--- src/rtl/lsu_pkg.sv ---
// Shared definitions for the load/store unit: access-size encodings,
// FSM state encoding and register reset values.
package lsu_pkg;

  localparam logic [1:0] LSU_SIZE_B = 2'b00;
  localparam logic [1:0] LSU_SIZE_H = 2'b01;
  localparam logic [1:0] LSU_SIZE_W = 2'b10;

  typedef enum logic [1:0] {
    ST_IDLE = 2'b00,
    ST_REQ  = 2'b01,
    ST_RESP = 2'b10
  } lsu_state_e;

  localparam logic [31:0] RST_WORD = 32'h0000_0000;
  localparam logic [15:0] RST_CNT  = 16'h0000;

endpackage

--- src/rtl/lsu_align.sv ---
// Combinational lane logic for the load/store unit: byte enables,
// store-data replication, load lane select plus sign/zero extension,
// and the misalignment flag (only raised when LSU_MISALIGN_EXC_EN is defined).
// Size 2'b11 is reserved and behaves as a word access.
module lsu_align
  import lsu_pkg::*;
(
  input  logic [1:0]  size,
  input  logic        is_unsigned,
  input  logic [1:0]  off,
  input  logic [31:0] wdata,
  input  logic [31:0] rdata,
  output logic [3:0]  be,
  output logic [31:0] wdata_rep,
  output logic [31:0] rdata_ext,
  output logic        misalign
);

  logic [7:0]  byte_lane;
  logic [15:0] half_lane;

  // Lane decode per access size; word (and reserved) passes through.
  always_comb begin
    be        = 4'b1111;
    wdata_rep = wdata;
    rdata_ext = rdata;
    byte_lane = rdata[{off, 3'b000} +: 8];
    half_lane = off[1] ? rdata[31:16] : rdata[15:0];
    case (size)
      LSU_SIZE_B: begin
        be        = 4'b0001 << off;
        wdata_rep = {4{wdata[7:0]}};
        rdata_ext = {{24{~is_unsigned & byte_lane[7]}}, byte_lane};
      end
      LSU_SIZE_H: begin
        be        = off[1] ? 4'b1100 : 4'b0011;
        wdata_rep = {2{wdata[15:0]}};
        rdata_ext = {{16{~is_unsigned & half_lane[15]}}, half_lane};
      end
      default: begin
        be        = 4'b1111;
      end
    endcase
  end

`ifdef LSU_MISALIGN_EXC_EN
  // Half needs addr[0]=0; word (and reserved) needs addr[1:0]=0.
  always_comb begin
    misalign = ((size == LSU_SIZE_H) && off[0]) || (size[1] && (off != 2'b00));
  end
`else
  // Low address bits below the access size are simply dropped.
  assign misalign = 1'b0;
`endif

endmodule

--- src/rtl/lsu.sv ---
// Load/store unit: accepts one memory op from EX, drives a word-aligned
// req/ack memory port, and returns one rsp_valid pulse per accepted op.
// Handshake: an op is accepted on a rising edge where req_valid=1 and
// req_ready=1; mem_req stays high until the edge that samples mem_ack=1
// or the timeout fires; rsp_valid is a single-cycle pulse, no back-pressure.
// Optional: LSU_MISALIGN_EXC_EN turns misaligned half/word accesses into
// immediate error responses without touching memory.
module lsu
  import lsu_pkg::*;
#(
  parameter int TIMEOUT = 256
) (
  input  logic        clk,
  input  logic        rstn,
  input  logic        req_valid,
  output logic        req_ready,
  input  logic        req_we,
  input  logic [1:0]  req_size,
  input  logic        req_unsigned,
  input  logic [31:0] req_addr,
  input  logic [31:0] req_wdata,
  output logic        mem_req,
  output logic        mem_we,
  output logic [31:0] mem_addr,
  output logic [3:0]  mem_be,
  output logic [31:0] mem_wdata,
  input  logic        mem_ack,
  input  logic [31:0] mem_rdata,
  output logic        rsp_valid,
  output logic [31:0] rsp_rdata,
  output logic        rsp_err,
  output lsu_state_e  fsm_state
);

  localparam logic [15:0] CNT_LAST = 16'(TIMEOUT - 1);

  lsu_state_e  state_q, state_n;
  logic        we_q, uns_q, err_q;
  logic [1:0]  size_q;
  logic [31:0] addr_q, wdata_q, rdata_q;
  logic [15:0] cnt_q;
  logic        accept, ack_done, to_done, misalign;
  logic [1:0]  size_sel, off_sel;
  logic [3:0]  be;
  logic [31:0] wdata_rep, rdata_ext;

  // In IDLE the lane logic looks at the incoming request so the
  // misalignment decision is available at accept time.
  assign size_sel = (state_q == ST_IDLE) ? req_size      : size_q;
  assign off_sel  = (state_q == ST_IDLE) ? req_addr[1:0] : addr_q[1:0];

  lsu_align u_align (
    .size        (size_sel),
    .is_unsigned (uns_q),
    .off         (off_sel),
    .wdata       (wdata_q),
    .rdata       (mem_rdata),
    .be          (be),
    .wdata_rep   (wdata_rep),
    .rdata_ext   (rdata_ext),
    .misalign    (misalign)
  );

  // State register.
  always_ff @(posedge clk) begin
    if (!rstn) state_q <= ST_IDLE;
    else       state_q <= state_n;
  end

  // Next state and transaction events; ack has priority over timeout.
  always_comb begin
    state_n  = state_q;
    accept   = 1'b0;
    ack_done = 1'b0;
    to_done  = 1'b0;
    case (state_q)
      ST_IDLE: begin
        if (req_valid) begin
          accept  = 1'b1;
          state_n = misalign ? ST_RESP : ST_REQ;
        end
      end
      ST_REQ: begin
        if (mem_ack) begin
          ack_done = 1'b1;
          state_n  = ST_RESP;
        end else if (cnt_q == CNT_LAST) begin
          to_done = 1'b1;
          state_n = ST_RESP;
        end
      end
      ST_RESP: state_n = ST_IDLE;
      default: state_n = ST_IDLE;
    endcase
  end

  // Request capture, timeout counter and response registers.
  always_ff @(posedge clk) begin
    if (!rstn) begin
      we_q    <= 1'b0;
      uns_q   <= 1'b0;
      size_q  <= LSU_SIZE_B;
      addr_q  <= RST_WORD;
      wdata_q <= RST_WORD;
      rdata_q <= RST_WORD;
      err_q   <= 1'b0;
      cnt_q   <= RST_CNT;
    end else begin
      if (accept) begin
        we_q    <= req_we;
        uns_q   <= req_unsigned;
        size_q  <= req_size;
        addr_q  <= req_addr;
        wdata_q <= req_wdata;
        cnt_q   <= RST_CNT;
        err_q   <= misalign;
        rdata_q <= RST_WORD;
      end
      if ((state_q == ST_REQ) && !ack_done && !to_done) cnt_q <= cnt_q + 16'd1;
      if (ack_done) begin
        err_q   <= 1'b0;
        rdata_q <= we_q ? RST_WORD : rdata_ext;
      end
      if (to_done) begin
        err_q   <= 1'b1;
        rdata_q <= RST_WORD;
      end
    end
  end

  assign req_ready = rstn && (state_q == ST_IDLE);
  assign mem_req   = (state_q == ST_REQ);
  assign mem_we    = mem_req & we_q;
  assign mem_addr  = {addr_q[31:2], 2'b00};
  assign mem_be    = mem_req ? be : 4'b0000;
  assign mem_wdata = mem_req ? wdata_rep : RST_WORD;
  assign rsp_valid = (state_q == ST_RESP);
  assign rsp_rdata = rdata_q;
  assign rsp_err   = rsp_valid & err_q;
  assign fsm_state = state_q;

endmodule

--- config.mk ---
export PLATFORM = sky130hd
export DESIGN_NAME = lsu
export DESIGN_NICKNAME = d
export VERILOG_FILES = /design/src/rtl/lsu_pkg.sv /design/src/rtl/lsu_align.sv /design/src/rtl/lsu.sv
export SDC_FILE = /design/constraint.sdc
export NUM_CORES = 1
export LEC_CHECK = 0
export BUFFER_PORTS_ARGS = -buffer_cell sky130_fd_sc_hd__buf_2
export CORE_MARGIN = 2
export CORE_UTILIZATION = 25
export CTS_CLUSTER_DIAMETER = 120
export DETAILED_ROUTE_END_ITERATION = 6
export PLACE_DENSITY_LB_ADDON = 0.1
export RECOVER_POWER = 50
export REMOVE_ABC_BUFFERS = 1
export SYNTH_ARGS = -nofsm -noshare
export SYNTH_HDL_FRONTEND = slang
export SYNTH_SLANG_ARGS = --single-unit
export TNS_END_PERCENT = 1
--- constraint.sdc ---
create_clock -name clk -period 3.1 [get_ports clk]
set_input_delay 0.465 -clock clk [delete_from_list [all_inputs] [get_ports clk]]
set_output_delay 0.465 -clock clk [all_outputs]
set_load 0.01 [all_outputs]
Word level (Yosys, flattened, before mapping). Cells that the tools add are included.

Flip-flop bits (word level): 119. Bits of input ports: 104. Output and inout port bits: 107. Logic and storage cells: 64.

Add/sub/neg operators: 1. Equal/unequal tests: 6. Shift-type cells: 2. Mux-type cells: 28. Bitwise operators: 6. Reductions and logical operators: 12.

Operators with widths (count): $mux W32 (4); $pmux W32 S2 (2); $mux W16 (3); $shiftx A32 B6 Y8 (1); $add A16 B1 Y16 const B (1); $eq A16 B8 Y1 const B (1); $mux W1 (10); $mux W2 (5); $mux W4 (2); $pmux W4 S2 (1); $and A1 B1 Y1 (4); $eq A2 B1 Y1 const B (2); $logic_not A2 Y1 (2); $pmux W2 S2 (1); $reduce_bool A2 Y1 (2); $shl A1 B2 Y4 const A (1); $logic_and A1 B1 Y1 (3); $ne A3 B1 Y1 const B (1); $reduce_bool A3 Y1 (1); $eq A2 B2 Y1 const B (1); $logic_not A1 Y1 (2); $ne A2 B2 Y1 const B (1); $not A1 Y1 (2); $reduce_and A2 Y1 (1); $reduce_or A2 Y1 (1).

Depth between registers and ports, before layout.
Depth in word-level cells: 7. Gate-level depth with buffers: 8. Depth with buffers taken out: 7.

Modules after synthesis. From an unflattened synthesis, not the netlist that was laid out.

Cell total of the unflattened synthesis: 814. Area, all modules: 6473.7 um^2.

By module, submodules not included: lsu (times used 1, cells each 640, area an instance 5133.7 um^2, seq. area each 2382.3 um^2); lsu_align (times used 1, cells each 174, area an instance 1340.0 um^2, seq. area each 0.0 um^2).

Least setup slack after synthesis. No wires, ideal clock.

Kind: register to register. Start point: register state_q[1] (netlist: fsm_state[1]). End point: register rdata_q[20] (netlist: rsp_rdata[20]). Setup time: 0.143 ns. Arrival time: 2.234 ns. Data required time: 2.957 ns. Path slack: 0.722 ns. Cell stages (with the launch flop): 9. Buffers on the path: 2. Period minus slack after synthesis: 2.378 ns. Path through: dfxtp_1 -> nor2_2 -> mux2_2 -> buf_4 -> a311oi_1 -> a2111oi_2 -> nor2_2 -> buf_6 -> a211oi_2.

Longest elaborated chain between the ends: 7. Elaborated cells between the ends (all ways): 18. Classes of those cells: 2 x eq/ne; 1 x shift; 9 x mux; 2 x bitwise; 4 x reduce/logical.

Ends and longest elaborated chain: from (decl) (RTL line lsu.sv:37) `lsu_state_e state_q, state_n;`; from (signal assigned) (RTL line lsu.sv:67) `else state_q <= state_n;`; $logic_not A2 Y1 (RTL line lsu.sv:49, lsu.sv:50, lsu.sv:76); $mux W2 (RTL line lsu.sv:50) `assign off_sel = (state_q == ST_IDLE) ? req_addr[1:0] : addr_q[1:0];`; $shiftx A32 B6 Y8 / $mux W16 (equally long branches) (RTL line lsu_align.sv:27, lsu_align.sv:28); $and A1 B1 Y1 (on tied branches) (RTL line lsu_align.sv:33, lsu_align.sv:38); $pmux W32 S2 (RTL line lsu_align.sv:29) `case (size)`; $mux W32 (RTL line lsu.sv:122) `rdata_q <= we_q ? RST_WORD : rdata_ext;`; $mux W32 (RTL line lsu.sv:120) `if (ack_done) begin`; to (signal assigned) (RTL line lsu.sv:122); to (decl) (RTL line lsu.sv:40) `logic [31:0] addr_q, wdata_q, rdata_q;`.

Several ways; a longest one is shown, not always the timed one. A chain may end at the register's enable or synchronous reset.

Final worst setup path.
Start point: register state_q[1] (netlist: fsm_state[1]). End point: output port mem_wdata[18].

Longest elaborated chain between the ends: 5. Elaborated cells between the ends (all ways): 7. Classes of those cells: 2 x eq/ne; 3 x mux; 2 x reduce/logical.

Ends and longest elaborated chain: $logic_not A2 Y1 (RTL line lsu.sv:49) `assign size_sel = (state_q == ST_IDLE) ? req_size : size_q;`; $mux W2 (RTL line lsu.sv:49); $eq A2 B1 Y1 / $logic_not A2 Y1 (equally long branches) (RTL line lsu_align.sv:29); $pmux W32 S2 (RTL line lsu_align.sv:29); $mux W32 (*) (RTL line lsu.sv:136) `assign mem_wdata = mem_req ? wdata_rep : RST_WORD;`; to (decl) (RTL line lsu.sv:26) `output logic [31:0] mem_wdata,`.

Mark *: on every way between the ends. The rest lies on a longest branch, timed or not.

==> results.json <==
{
  "hold_buffers": 0,
  "n_antenna_cell": 0,
  "setup_ws_ps": 299,
  "cellPowerDensity_nw_per_um2": 572,
  "status": "completed",
  "row_count": 56,
  "syn_inst": 759,
  "avgSynthCellArea_um2": 7.77,
  "drtIter0Drc": 231,
  "antenna_found_initial": 3,
  "cts.clk_slew.worst_paths_ps": 60,
  "synth-seq-cells": 119,
  "synth-edff-count": 0,
  "critical_path_class": "register to output pin",
  "finalHoldWorstSlack_ps": 284,
  "slew_headroom": 0.316,
  "start_util": 0.253,
  "slew_viol_final": 0,
  "async_reset_ff_frac": 0,
  "cp-start-kind": "register",
  "ioPinCount": 211,
  "ys_seq_area_frac": 0.404,
  "worstSetupEndpointType": "output pin",
  "post_drt_via_cell_ratio": 4.61,
  "vias": 5807,
  "port_buffers": 208,
  "grt_pass1_wl_mm": 31.4,
  "fin_nets": 1032,
  "core_um2": 23300,
  "first_pass_iters": 4,
  "routed_wirelength_mm": 20.4,
  "cap_viol_max_count": 0,
  "grt_usage": 0.164,
  "vdd_drop_max_v": 0.000306,
  "syn2layout_area_growth_pct": 28.3,
  "synth_top_area_frac": 0.404,
  "synthDistinctLibCells": 50,
  "fmax_mhz": 357,
  "fin_crit_ps": 2800,
  "finalClockSkew_ps": 11.1,
  "synth_area_um2": 5900,
  "finalCritPeriodShare": 0.904,
  "stdcell_count": 1259,
  "die_area_um2": 24800,
  "grt_start_max_net_pins": 72,
  "p_leak_nw": 2.99,
  "cts_made_buffers": 17,
  "drcViolationCount": 0,
  "dp_cells": 1227,
  "die_w_um": 158,
  "dpl-instance-area_um2": 7090,
  "place.gp.congestion": 0.766,
  "min_path_type": "input port to register",
  "overflow": 0,
  "tightest_slew_ps": 1020,
  "setup_viol": 0,
  "rsz0062_at_grt": "false",
  "post_drt_wl_per_cell_um": 16.2,
  "hold_viol": 0,
  "final_area_um2": 7570,
  "dp_hpwl_mm": 14.5,
  "cts-resized-gates": 0,
  "clock_path_buffers": 2,
  "postCtsSetupRepairBufs": 0,
  "cts-root-buf": "clkbuf_16",
  "ys_warn_count": 0,
  "tns_ps": 0,
  "cp.required_ps": 2630,
  "cts_tree": "done",
  "clk_latency_ps": 410,
  "antenna_left": 0,
  "dp_slack_ps": 368,
  "synth_area_leader_cell": "dfxtp_1",
  "drive_gt1_frac": 0.230,
  "arrival_ps": 2340,
  "htreeDepth": 4,
  "worstPathMaxFanout": 15,
  "synthTopCellsByArea": "dfxtp_1, nand2_1, a21boi_0",
  "die_h_um": 158,
  "synth_ff_type": "dfxtp_1",
  "grt_pass1_vias": 5686,
  "clkSinkCount": 119
}
[final timing paths]
path                                                 from                         to  slack, ps  cells after the start
worst min-delay path                        req_wdata[11]   wdata_q[11]$_SDFFE_PN0P_        280                      3
worst max-delay path            fsm_state[1]$_SDFFE_PN0P_              mem_wdata[18]        300                      7
worst min register to register  rsp_rdata[5]$_SDFFE_PP0P_  rsp_rdata[5]$_SDFFE_PP0P_        460                      2
worst max register to register  fsm_state[0]$_SDFFE_PN0P_      cnt_q[1]$_SDFFE_PN0P_        410                      6
[Yosys cell counts, drive strengths merged, types with 10 or more instances]
library cell / n
clkbuf: 43
nand2: 208
a21boi: 62
o22ai: 15
o21ai: 39
a211oi: 34
and2: 15
buf: 40
a21oi: 37
dfxtp: 119
nor2: 38
inv: 11
mux2i: 10
[cell families (layout without fill, tap and decap cells)]
logic type | count (synthesis) | in the layout | share of synthesized area
other cells | 1 | 2 | 0.000636
mux | 12 | 12 | 0.0208
flops | 119 | 119 | 0.404
compound gates | 225 | 225 | 0.264
fa+ha+maj | 1 | 1 | 0.00212
buf+inv | 95 | 275 | 0.0840
xor+xnor | 4 | 4 | 0.00594
simple gates | 302 | 302 | 0.219
[layout by cell type, fill, tap and decap left out, drive strengths merged, types with 10 or more instances in the layout]
master	netlist	final
o21ai	39	39
inv	11	21
dfxtp	119	119
clkbuf	43	88
a21boi	62	62
nor2	38	38
mux2i	10	10
nand2	208	208
and2	15	15
a21oi	37	37
a211oi	34	34
buf	40	160
o22ai	15	15
[area by class of cell]
class                      count  area, um2
inverter                      12       45.0
sequential                   119       2380
tap                          319        399
clock buffer                  17        425
multi-input combinational    546       3050
timing repair buffer         231       1120
clock inverter                15        154
fill                        2583      15800
[through the flow]
step,total power [W],util
after floorplan,0.00206,-
after global placement,0.00242,0.304
after detailed placement,0.00242,0.304
after CTS,0.00442,0.329
after global routing,0.00455,0.324
final,0.00433,0.324
[per-layer routing]
layer / track usage / vias up / part of all wire
li1: - / 2930 / -
met1: 0.209 / 2688 / 0.45
met2: 0.266 / 173 / 0.46
met3: 0.0547 / 12 / 0.073
met4: 0.0398 / 4 / 0.0064
met5: 0 / - / 0.0013
[worst max-delay path, cell delays in order, from the launching register on]
cell,delay (ps)
dfxtp_1,380
nor2_1,260
buf_4,220
mux2i_4,340
buf_4,290
nand2_1,90
a21oi_1,180
buf_2,170
[registers in the layout (all words and copies together) (netlist names)]
| signal | count |
|---|---|
| err_q | 1 |
| rsp_rdata | 32 |
| size_q | 2 |
| addr_q | 32 |
| cnt_q | 16 |
| we_q | 1 |
| fsm_state | 2 |
| wdata_q | 32 |
| uns_q | 1 |
[power breakdown]
group	internal (W)	total [W]	switching [W]
clock	0.00114	0.00197	0.000838
sequential	0.00161	0.00166	0.0000540
combinational	0.000254	0.000693	0.000439
Power figures use the tool's default switching activity.
